==> config.mk <==
export PLATFORM = sky130hd
export DESIGN_NAME = program_counter
export DESIGN_NICKNAME = d
export VERILOG_FILES = /design/src/rtl/pc_pkg.sv /design/src/rtl/pc_incrementer.sv /design/src/rtl/program_counter.sv
export SDC_FILE = /design/constraint.sdc
export NUM_CORES = 1
export LEC_CHECK = 0
export CAP_MARGIN = 20
export CORE_ASPECT_RATIO = 0.6
export CORE_MARGIN = 4
export CORE_UTILIZATION = 39
export CTS_BUF_LIST = sky130_fd_sc_hd__clkbuf_16
export CTS_CLUSTER_DIAMETER = 30
export DETAILED_ROUTE_END_ITERATION = 10
export PLACE_DENSITY = 0.83
export SLEW_MARGIN = 40
export SYNTH_ARGS = -nofsm -noshare
export SYNTH_HDL_FRONTEND = slang
export SYNTH_SLANG_ARGS = --single-unit
==> constraint.sdc <==
create_clock -name clk -period 3.7 [get_ports clk]
set_clock_uncertainty 0.2 [all_clocks]
set_input_delay 0.74 -clock clk [delete_from_list [all_inputs] [get_ports clk]]
set_output_delay 0.74 -clock clk [all_outputs]
set_load 0.05 [all_outputs]
==> src/rtl/pc_pkg.sv <==
// pc_pkg: shared constants and types for the 16-bit MIPS program counter.
//   PC_ADDR_WIDTH  - address width of the fetch path
//   PC_INSTR_BYTES - instruction size in bytes (power of two)
//   PC_RESET_ADDR  - fetch address after reset
//   PC_ALIGN_BITS  - number of low address bits that must be zero
//   pc_addr_t      - address type
package pc_pkg;
  localparam int PC_ADDR_WIDTH  = 16;
  localparam int PC_INSTR_BYTES = 2;
  localparam logic [PC_ADDR_WIDTH-1:0] PC_RESET_ADDR = 16'h0000;
  localparam int PC_ALIGN_BITS  = $clog2(PC_INSTR_BYTES);

  typedef logic [PC_ADDR_WIDTH-1:0] pc_addr_t;
endpackage

==> src/rtl/pc_incrementer.sv <==
// pc_incrementer: combinational sequential-successor adder for the PC.
// Ports:
//   addr_i [ADDR_WIDTH] - current PC
//   sum_o  [ADDR_WIDTH] - addr_i + INSTR_BYTES, modulo 2^ADDR_WIDTH (no carry-out)
module pc_incrementer
  import pc_pkg::*;
#(
  parameter int ADDR_WIDTH  = PC_ADDR_WIDTH,
  parameter int INSTR_BYTES = PC_INSTR_BYTES
) (
  input  logic [ADDR_WIDTH-1:0] addr_i,
  output logic [ADDR_WIDTH-1:0] sum_o
);

  // Carry out of the top bit is dropped, so the successor wraps to zero.
  assign sum_o = addr_i + ADDR_WIDTH'(INSTR_BYTES);

endmodule

==> src/rtl/program_counter.sv <==
// program_counter: PC register of the 16-bit MIPS datapath.
// Captures next_instruction_address every rising edge unless stalled, and
// presents the current fetch address plus its sequential successor.
// Optional feature macro: PC_ALIGN_CHECK_EN
//   defined   - misaligned loads have their low bits cleared and raise
//               misaligned_fault for the cycle the loaded PC is held
//   undefined - addresses load verbatim, misaligned_fault is constant 0
// Ports:
//   clk                      - clock, rising edge
//   reset                    - synchronous active-high reset (overrides stall)
//   stall                    - hold PC and fault flag when 1
//   next_instruction_address - address loaded on the next edge
//   instruction_address      - registered current PC
//   pc_plus_step             - instruction_address + INSTR_BYTES (combinational)
//   misaligned_fault         - registered alignment fault flag
module program_counter
  import pc_pkg::*;
#(
  parameter int ADDR_WIDTH = PC_ADDR_WIDTH,
  parameter int INSTR_BYTES = PC_INSTR_BYTES,
  parameter logic [ADDR_WIDTH-1:0] RESET_ADDR = PC_RESET_ADDR
) (
  input  logic                  clk,
  input  logic                  reset,
  input  logic                  stall,
  input  logic [ADDR_WIDTH-1:0] next_instruction_address,
  output logic [ADDR_WIDTH-1:0] instruction_address,
  output logic [ADDR_WIDTH-1:0] pc_plus_step,
  output logic                  misaligned_fault
);

  // Mask form avoids a zero-width slice when INSTR_BYTES is 1.
  localparam logic [ADDR_WIDTH-1:0] ALIGN_MASK = ADDR_WIDTH'(INSTR_BYTES - 1);

  logic [ADDR_WIDTH-1:0] pc_q, pc_d;
  logic                  fault_q, fault_d;

  always_comb begin
    pc_d    = pc_q;
    fault_d = fault_q;
    if (!stall) begin
`ifdef PC_ALIGN_CHECK_EN
      pc_d    = next_instruction_address & ~ALIGN_MASK;
      fault_d = |(next_instruction_address & ALIGN_MASK);
`else
      pc_d    = next_instruction_address;
      fault_d = 1'b0;
`endif
    end
  end

  always_ff @(posedge clk) begin
    if (reset) begin
      pc_q    <= RESET_ADDR;
      fault_q <= 1'b0;
    end else begin
      pc_q    <= pc_d;
      fault_q <= fault_d;
    end
  end

  assign instruction_address = pc_q;
  assign misaligned_fault    = fault_q;

  pc_incrementer #(
    .ADDR_WIDTH (ADDR_WIDTH),
    .INSTR_BYTES(INSTR_BYTES)
  ) u_incrementer (
    .addr_i(pc_q),
    .sum_o (pc_plus_step)
  );

endmodule

# --- After elaboration in Yosys (flattened, before gate mapping) ---
# Cells that the tools add are included.
op_classes:
  add_sub_neg: 1
op_table:
  columns: ["op", "n"]
  rows:
  - ["$add 16x2->16 const B", 1]
totals:
  reg_bits: 16
  in_bits: 19

# --- Longest topological paths before layout ---
# Gate-level depths: netlist (run 1).
depth:
  depth_word: 1
  depth_mapped: 4
  depth_no_buf: 4

# --- By module ---
# Synthesis (run 1) repeated with hierarchy kept, for this count alone.
unflattened:
  cells_unflattened: 93
  hier_area_um2: 879.6
modules_own_cells:
  columns: ["module", "n_inst", "cells_each", "area_each_um2", "seq_area_each_um2"]
  rows:
  - ["program_counter", 1, 54, 591.8, 320.3]
  - ["pc_incrementer", 1, 39, 287.8, 0.0]

# --- Least setup slack after synthesis (run 1) ---
# Ideal clock, no wire load.
synth_timing:
  path_type: "register -> output"
  start: "register pc_q[1] (netlist: instruction_address[1])"
  end: "output pc_plus_step[15]"
  arrival_time_ns: 2.243
  setup_slack_ns: 0.517
  path_stages_with_launch: 5
  n_path_buf: 0
  cell_sequence: "dfxtp_1 ha_1 nand3_2 nor4_2 xor2_1"
synth_via:
  elab_chain_cells: 1
synth_rtl:
  columns: ["element", "line_no", "source"]
  rows:
  - ["start: declaration", "program_counter.sv:35", "logic [ADDR_WIDTH-1:0] pc_q, pc_d;"]
  - ["start signal: assignment", "program_counter.sv:57", "pc_q <= pc_d;"]
  - ["$add 16x2->16", "pc_incrementer.sv:16", "assign sum_o = addr_i + ADDR_WIDTH'(INSTR_BYTES);"]
  - ["end: declaration", "program_counter.sv:28", "output logic [ADDR_WIDTH-1:0] pc_plus_step,"]
# No other way between the ends.

# --- Worst setup path after layout (run 1) ---
# Same ends and word-level chain as after synthesis.

==> results.yml, run 1 <==
pwr:
  p_per_area_nw_per_um2: 401
  p_sw_uw: 188
  ir_worst_vdd_v: 0.000233
  clkPwrFrac_pct: 36.2
  seqPwrFrac_pct: 34.4
  pwr-share-comb_pct: 29.4
  p_int_uw: 391
  p_leak_nw: 0.598
  sw_frac_of_total_pct: 32.5
outcome:
  status: "finished clean"
floorplan:
  die_area_sq_um: 3070
  dieWidth_um: 68.9
  start_util_pct: 43.8
  num_io_pins: 52
  coreArea_sq_um: 1980
  rows: 12
  dieHeight_um: 44.6
synthesis:
  synth_area_leaders: "dfxtp_1, mux2i_1, xor2_1"
  syn_area_per_cell_sq_um: 9.34
  synth_fp_nets: 113
  netlist_area_sq_um: 868
  ys_warn_count: 0
  postSynthCellCount: 93
  synth_seq_area_share_pct: 36.9
  synth_seq_cells: 16
  ys_types: 20
  synth_top_area_share_pct: 36.9
  yosysTopAreaCell: "dfxtp_1"
grt:
  grt_overflow: 0
  grt_pass1_vias: 849
  grt_pass1_wl_um: 3890
  grt_max_degree: 17
  grt_util_all_layers_pct: 17.5
  antenna_found_initial: 0
timing:
  min_period_ns: 3.43
  slew_violations: 0
  setup-tns-final_ns: 0
  fmax_ghz: 0.291
  fin_crit_sh_pct: 92.7
  worst_pin_slew_ns: 0.584
  hold_viol: 0
  grt_setup_unrepaired: "false"
  setup_viol: 0
  slew_headroom_pct: 61.0
cts:
  holdBufCountCts: 0
  cts_inserted_buffers: 3
  post_cts_buffers: 0
  ctsLongestPathBuffers: 2
  cts_root_buf: "clkbuf_16"
  clock_latency_ns: 0.24
  cts_resized: 0
  cts_tree: "built"
  htreeDepth: 1
  path_clk_slew_ns: 0.05
  cts.sink_count: 16
routing:
  wl_um: 2410
  final_antenna_net_count: 0
  viasPerCell: 4.86
  drc: 0
  drt-initial-drc-count: 67
  vias: 821
  wl_per_cell_um: 14.3
  dr.pass1.iters: 4
worst_setup_path:
  rr_startpoint: "instruction_address[9]"
  ff2ff_setup_slack_ns: 2.73
  cp_max_fo: 6
  worst_r2r_path_depth: 2
  r2r_end: "instruction_address[9]"
  arrival_ns: 2.49
  cp.required_ns: 2.76
  critPathCaptureType: "primary output"
  path_class: "register to primary output"
  critPathLaunchType: "register"
hold_path:
  worst_hold_path_type: "register to register"
  whs_path_depth: 2
  min_from: "instruction_address[0]"
  hold_path_end: "instruction_address[0]"
final_layout:
  multi_input_area_sq_um: 500
  final_layout_size_suffix_gt1_share_pct: 7.09
  antenna_cells: 0
  regArea_sq_um: 320
  largest_reg_flops: 16
  area_growth_pct: 66.4
  nets: 162
  nFillCells: 148
  stdcell_count: 169
  final_common_cell: "clkdlybuf4s50_1"
  final_cell_mix: "clkdlybuf4s50_1, nor2_1, mux2i_1, dfxtp_1, xor2_1"
flow_run:
  drv_cap: 0
place:
  placed_cells: 165
  dpl.hpwl_um: 1850
  globalplace.congestion: 0.788
  portBuffers: 50
==> logic make-up after synthesis <==
group,share of synthesized area [%]
xor+xnor,13.1
fa+ha+maj,1.44
buf+inv,5.47
flops,36.9
mux,18.4
other cells,0.432
simple gates,24.2
==> worst max path at each step <==
stage                                 from          endpoint  slack [ns]  depth (start not counted)
floorplan           instruction_address[1]  pc_plus_step[15]        0.52                          4
global placement    instruction_address[1]  pc_plus_step[15]        0.62                          5
detailed placement  instruction_address[1]  pc_plus_step[15]        0.54                          5
CTS                 instruction_address[1]  pc_plus_step[15]        0.25                          5
global route        instruction_address[1]  pc_plus_step[15]        0.13                          5
finish              instruction_address[1]  pc_plus_step[15]        0.27                          5
==> Yosys cell counts <==
cell,instances
nor2_1,19
dfxtp_1,16
mux2i_1,16
xor2_1,9
inv_1,4
nor3_1,4
xnor2_1,4
nand2_1,3
nand3_1,3
nor4_2,3
buf_2,2
buf_4,2
buf_1,1
clkbuf_1,1
conb_1,1
ha_1,1
nand3_2,1
nand3_4,1
nand4_1,1
nand4_4,1
==> per-stage QoR <==
stage | cell area (sq um) | setup slack [ns] | utilization, % | hold WS (ns) | power, mW
after global placement | 1370 | 0.625 | 69.2 | 0.305 | 0.372
after global routing | 1450 | 0.135 | 72.9 | 0.384 | 0.602
after detailed placement | 1370 | 0.539 | 68.9 | 0.330 | 0.373
final | 1450 | 0.269 | 72.9 | 0.342 | 0.579
after CTS | 1450 | 0.252 | 72.9 | 0.350 | 0.584
after floorplan | 868 | 0.517 | - | 0.558 | 0.310
==> final cells by class <==
type | count | share of cell area (%)
inverters | 4 | 1.04
multi-input cells | 67 | 34.6
clock buffers | 3 | 5.19
repair buffers | 50 | 34.3
well taps | 28 | 2.42
flip-flops and latches | 16 | 22.2
clock inverters | 1 | 0.260
==> worst max-delay path, stage by stage (launching register included) <==
cell and delay [ns]:
dfxtp_1 0.41, ha_1 0.24, nand3_2 0.19, nor4_2 0.36, xor2_1 0.21, clkdlybuf4s50_1 0.84
==> layer usage <==
metal | share of wire [%] | track usage (%) | vias up | routed length (um)
met5 | 0 | 0 | - | 0
met4 | 0.33 | 3.49 | 0 | 8
met3 | 8.3 | 7.36 | 2 | 200
met2 | 47 | 27.5 | 31 | 1130
met1 | 45 | 22.4 | 386 | 1080
li1 | - | - | 402 | -
==> power by group through the flow <==
stage	clock network, mW	registers [mW]	logic (mW)
2_1_floorplan	0	0.236	0.0738
3_3_place_gp	0	0.202	0.170
5_1_grt	0.223	0.201	0.178
3_5_place_dp	0	0.203	0.171
6_report	0.210	0.199	0.170
4_1_cts	0.214	0.199	0.171
No activity file was read; power rests on OpenSTA's default activity.
==> run 2, diff against run 1 <==
- CTS_CLUSTER_SIZE: unset -> 12
==> results of run 2 <==
No change in the layout: final DEF, timing and power equal those of run 1.
==> RTL change: new RTL, settings of run 2 <==
Change the package constant `PC_INSTR_BYTES` from 2 to 1.
--- a/src/rtl/pc_pkg.sv
+++ b/src/rtl/pc_pkg.sv
@@ -7,5 +7,5 @@
 package pc_pkg;
   localparam int PC_ADDR_WIDTH  = 16;
-  localparam int PC_INSTR_BYTES = 2;
+  localparam int PC_INSTR_BYTES = 1;
   localparam logic [PC_ADDR_WIDTH-1:0] PC_RESET_ADDR = 16'h0000;
   localparam int PC_ALIGN_BITS  = $clog2(PC_INSTR_BYTES);
Check against the original RTL: not equivalent (Yosys sat finds a counterexample within 4 cycles, from zero or initial values and one cycle with reset high).
==> RTL change against run 2 <==
  * Power barely moved
  * Largest power group unchanged
  * Die area is 1.2% higher
  * Setup slack improved by 0.033 ns
  * Area after synthesis rose by 1.4%
  * Routed wire length increased by 1.4%
  * Critical path depth stayed put
  * Final area increased by 1.6%
  * Sequential cell count did not move
==> RTL change: results (changes against run 2) <==
Parameter                              Value

Status
  Run status    finished, final reports clean (unchanged)

Setup path
  Standard cell with the maximum stage delay on the critical path    clkdlybuf4s50_1 (unchanged)
  Top cell family by delay on the critical path    buffers and inverters (unchanged)
  Largest stage delay, worst path    0.82 ns (was 0.84 ns)
  Crit-path max FO    6 (unchanged)
  Arrival @ worst endpoint    2.46 ns (was 2.49 ns)

Routing
  Drt pass-1 iters    2 (was 4)
  Via total after detailed routing    833 (was 821)
  Count of routing violations after the opening detailed-route iteration    20 (was 67)
  Routed wire length    2450 um (was 2410 um)

Synth
  Most numerous cell types in the synthesized netlist    nor2_1 (19), dfxtp_1 (16), mux2i_1 (16) (unchanged)
  Cell types occupying the most area after synthesis    dfxtp_1 (36%), mux2i_1 (18%), xor2_1 (9.9%) (was dfxtp_1 (37%), mux2i_1 (18%), xor2_1 (9.1%))
  FFs w/ async S/R, synth    0% (unchanged)
  Unique cell type count in the Yosys netlist    19 (was 20)
  Share of synthesized area occupied by flip-flops and latches    36.4% (was 36.9%)
  Net count of the mapped netlist    115 (was 113)
  Yosys Warn Count    0 (unchanged)
  Average cell area after synthesis    9.27 um^2 (was 9.34 um^2)
  Post-synth EDFFs    0 (unchanged)

Global routing
  Maximum number of pins on one net before global-route repair    17 (unchanged)
  Via count of the first global-routing pass    823 (was 849)
  Total Routing Usage GR    16.1% (was 17.5%)
  First-pass GRT wire length    3840 um (was 3890 um)
  Number of antenna violations at the first check in global routing    0 (unchanged)

Finish
  Fraction of layout cells with a size suffix above 1    7.64% (was 7.09%)
  Diode insertion count for antenna repair    0 (unchanged)
  Final non-filler cell total    174 (was 169)
  Number of flip-flops under the largest register name    16 (unchanged)

Min path
  Worst Hold Class    flip-flop to flip-flop (unchanged)

Pwr
  Maximum VDD drop    0.232 mV (was 0.233 mV)
  Switching part of the total    32.4% (was 32.5%)
  Cell leakage power    0.613 nW (was 0.598 nW)

Placement
  IO buf count    50 (unchanged)
  Last weighted congestion value of the routability-driven placer    0.763 (was 0.788)
  Detailed-placement wirelength estimate    1930 um (was 1850 um)
  Dpl ws    0.536 ns (was 0.539 ns)

Clock tree
  Number of buffers on the longest clock path    2 (unchanged)
  Number of H-tree levels    1 (unchanged)
  Clock-pin transition on the worst setup and hold timing paths    0.05 ns (about the same)
  Source-to-sink clock delay at the later pin of the worst-skew pair    0.25 ns
  Clock buffers created by TritonCTS    3 (unchanged)
  Number of gates resized after cts    0 (unchanged)
  CTS root buf    clkbuf_16 (unchanged)
  Postcts setup bufs    0 (unchanged)

Timing
  Remaining max-slew budget at the tightest pin    60.4% (was 61.0%)
==> RTL change: cell types whose count changed after synthesis, sizes merged <==
cell / before / now
xor2: 9 / 10
nand4: 2 / 3
buf: 5 / 4
nor4: 3 / 4
==> RTL change: final timing paths <==
path                      startpoint                 endpoint  slack [ns]  depth (start not counted)
max           instruction_address[0]         pc_plus_step[14]        0.30                          5
min          instruction_address[15]  instruction_address[15]        0.35                          2
max reg2reg   instruction_address[4]   instruction_address[4]        2.74                          2
min reg2reg  instruction_address[15]  instruction_address[15]        0.35                          2
==> RTL change: per-stage QoR <==
stage               util, %  area, um^2  power, W
finish                 67.8        1470  0.000579
global route           67.8        1470  0.000600
CTS                    67.8        1470  0.000586
detailed placement     64.2        1390  0.000374
global placement       64.4        1390  0.000372
floorplan                 -         881  0.000309
==> RTL change: final cells by class <==
cell class | instances | area (um^2)
flip-flops and latches | 16 | 320
multi-input cells | 70 | 520
clock buffers | 3 | 75.1
fillers | 175 | 696
clock inverters | 1 | 3.75
repair buffers | 50 | 495
well taps | 30 | 37.5
inverters | 4 | 15.0
==> RTL change: metal layers <==
metal / share of wire, % / vias up / routed length (um) / global-route usage [%]
li1: - / 416 / - / -
met1: 42 / 390 / 1030 / 17.9
met2: 52 / 23 / 1270 / 29.5
met3: 4.7 / 4 / 116 / 4.22
met4: 1.6 / 0 / 38 / 7.78
met5: 0 / - / 0 / 0
==> RTL change: worst reg2reg max path, cell delays in order (launching register included) <==
cell	delay [ns]
dfxtp_1	0.47
mux2i_1	0.12
nor2_1	0.09
==> RTL change: power by group through the flow <==
stage	sequential [W]	clock, W	combinational, W
6_report	0.000200	0.000209	0.000170
5_1_grt	0.000202	0.000222	0.000176
4_1_cts	0.000200	0.000215	0.000171
3_5_place_dp	0.000203	0	0.000171
3_3_place_gp	0.000202	0	0.000170
2_1_floorplan	0.000236	0	0.0000732
==> RTL change: kinds of logic (layout without fill, tap and decap cells) <==
| kind of cell | count (synthesis) | count (layout) | synth area share (%) |
|---|---|---|---|
| simple gates | 38 | 38 | 25.1 |
| xor+xnor | 14 | 14 | 13.9 |
| mux | 16 | 16 | 18.2 |
| flops | 16 | 16 | 36.4 |
| buf+inv | 9 | 58 | 4.54 |
| other cells | 1 | 1 | 0.426 |
| fa+ha+maj | 1 | 1 | 1.42 |
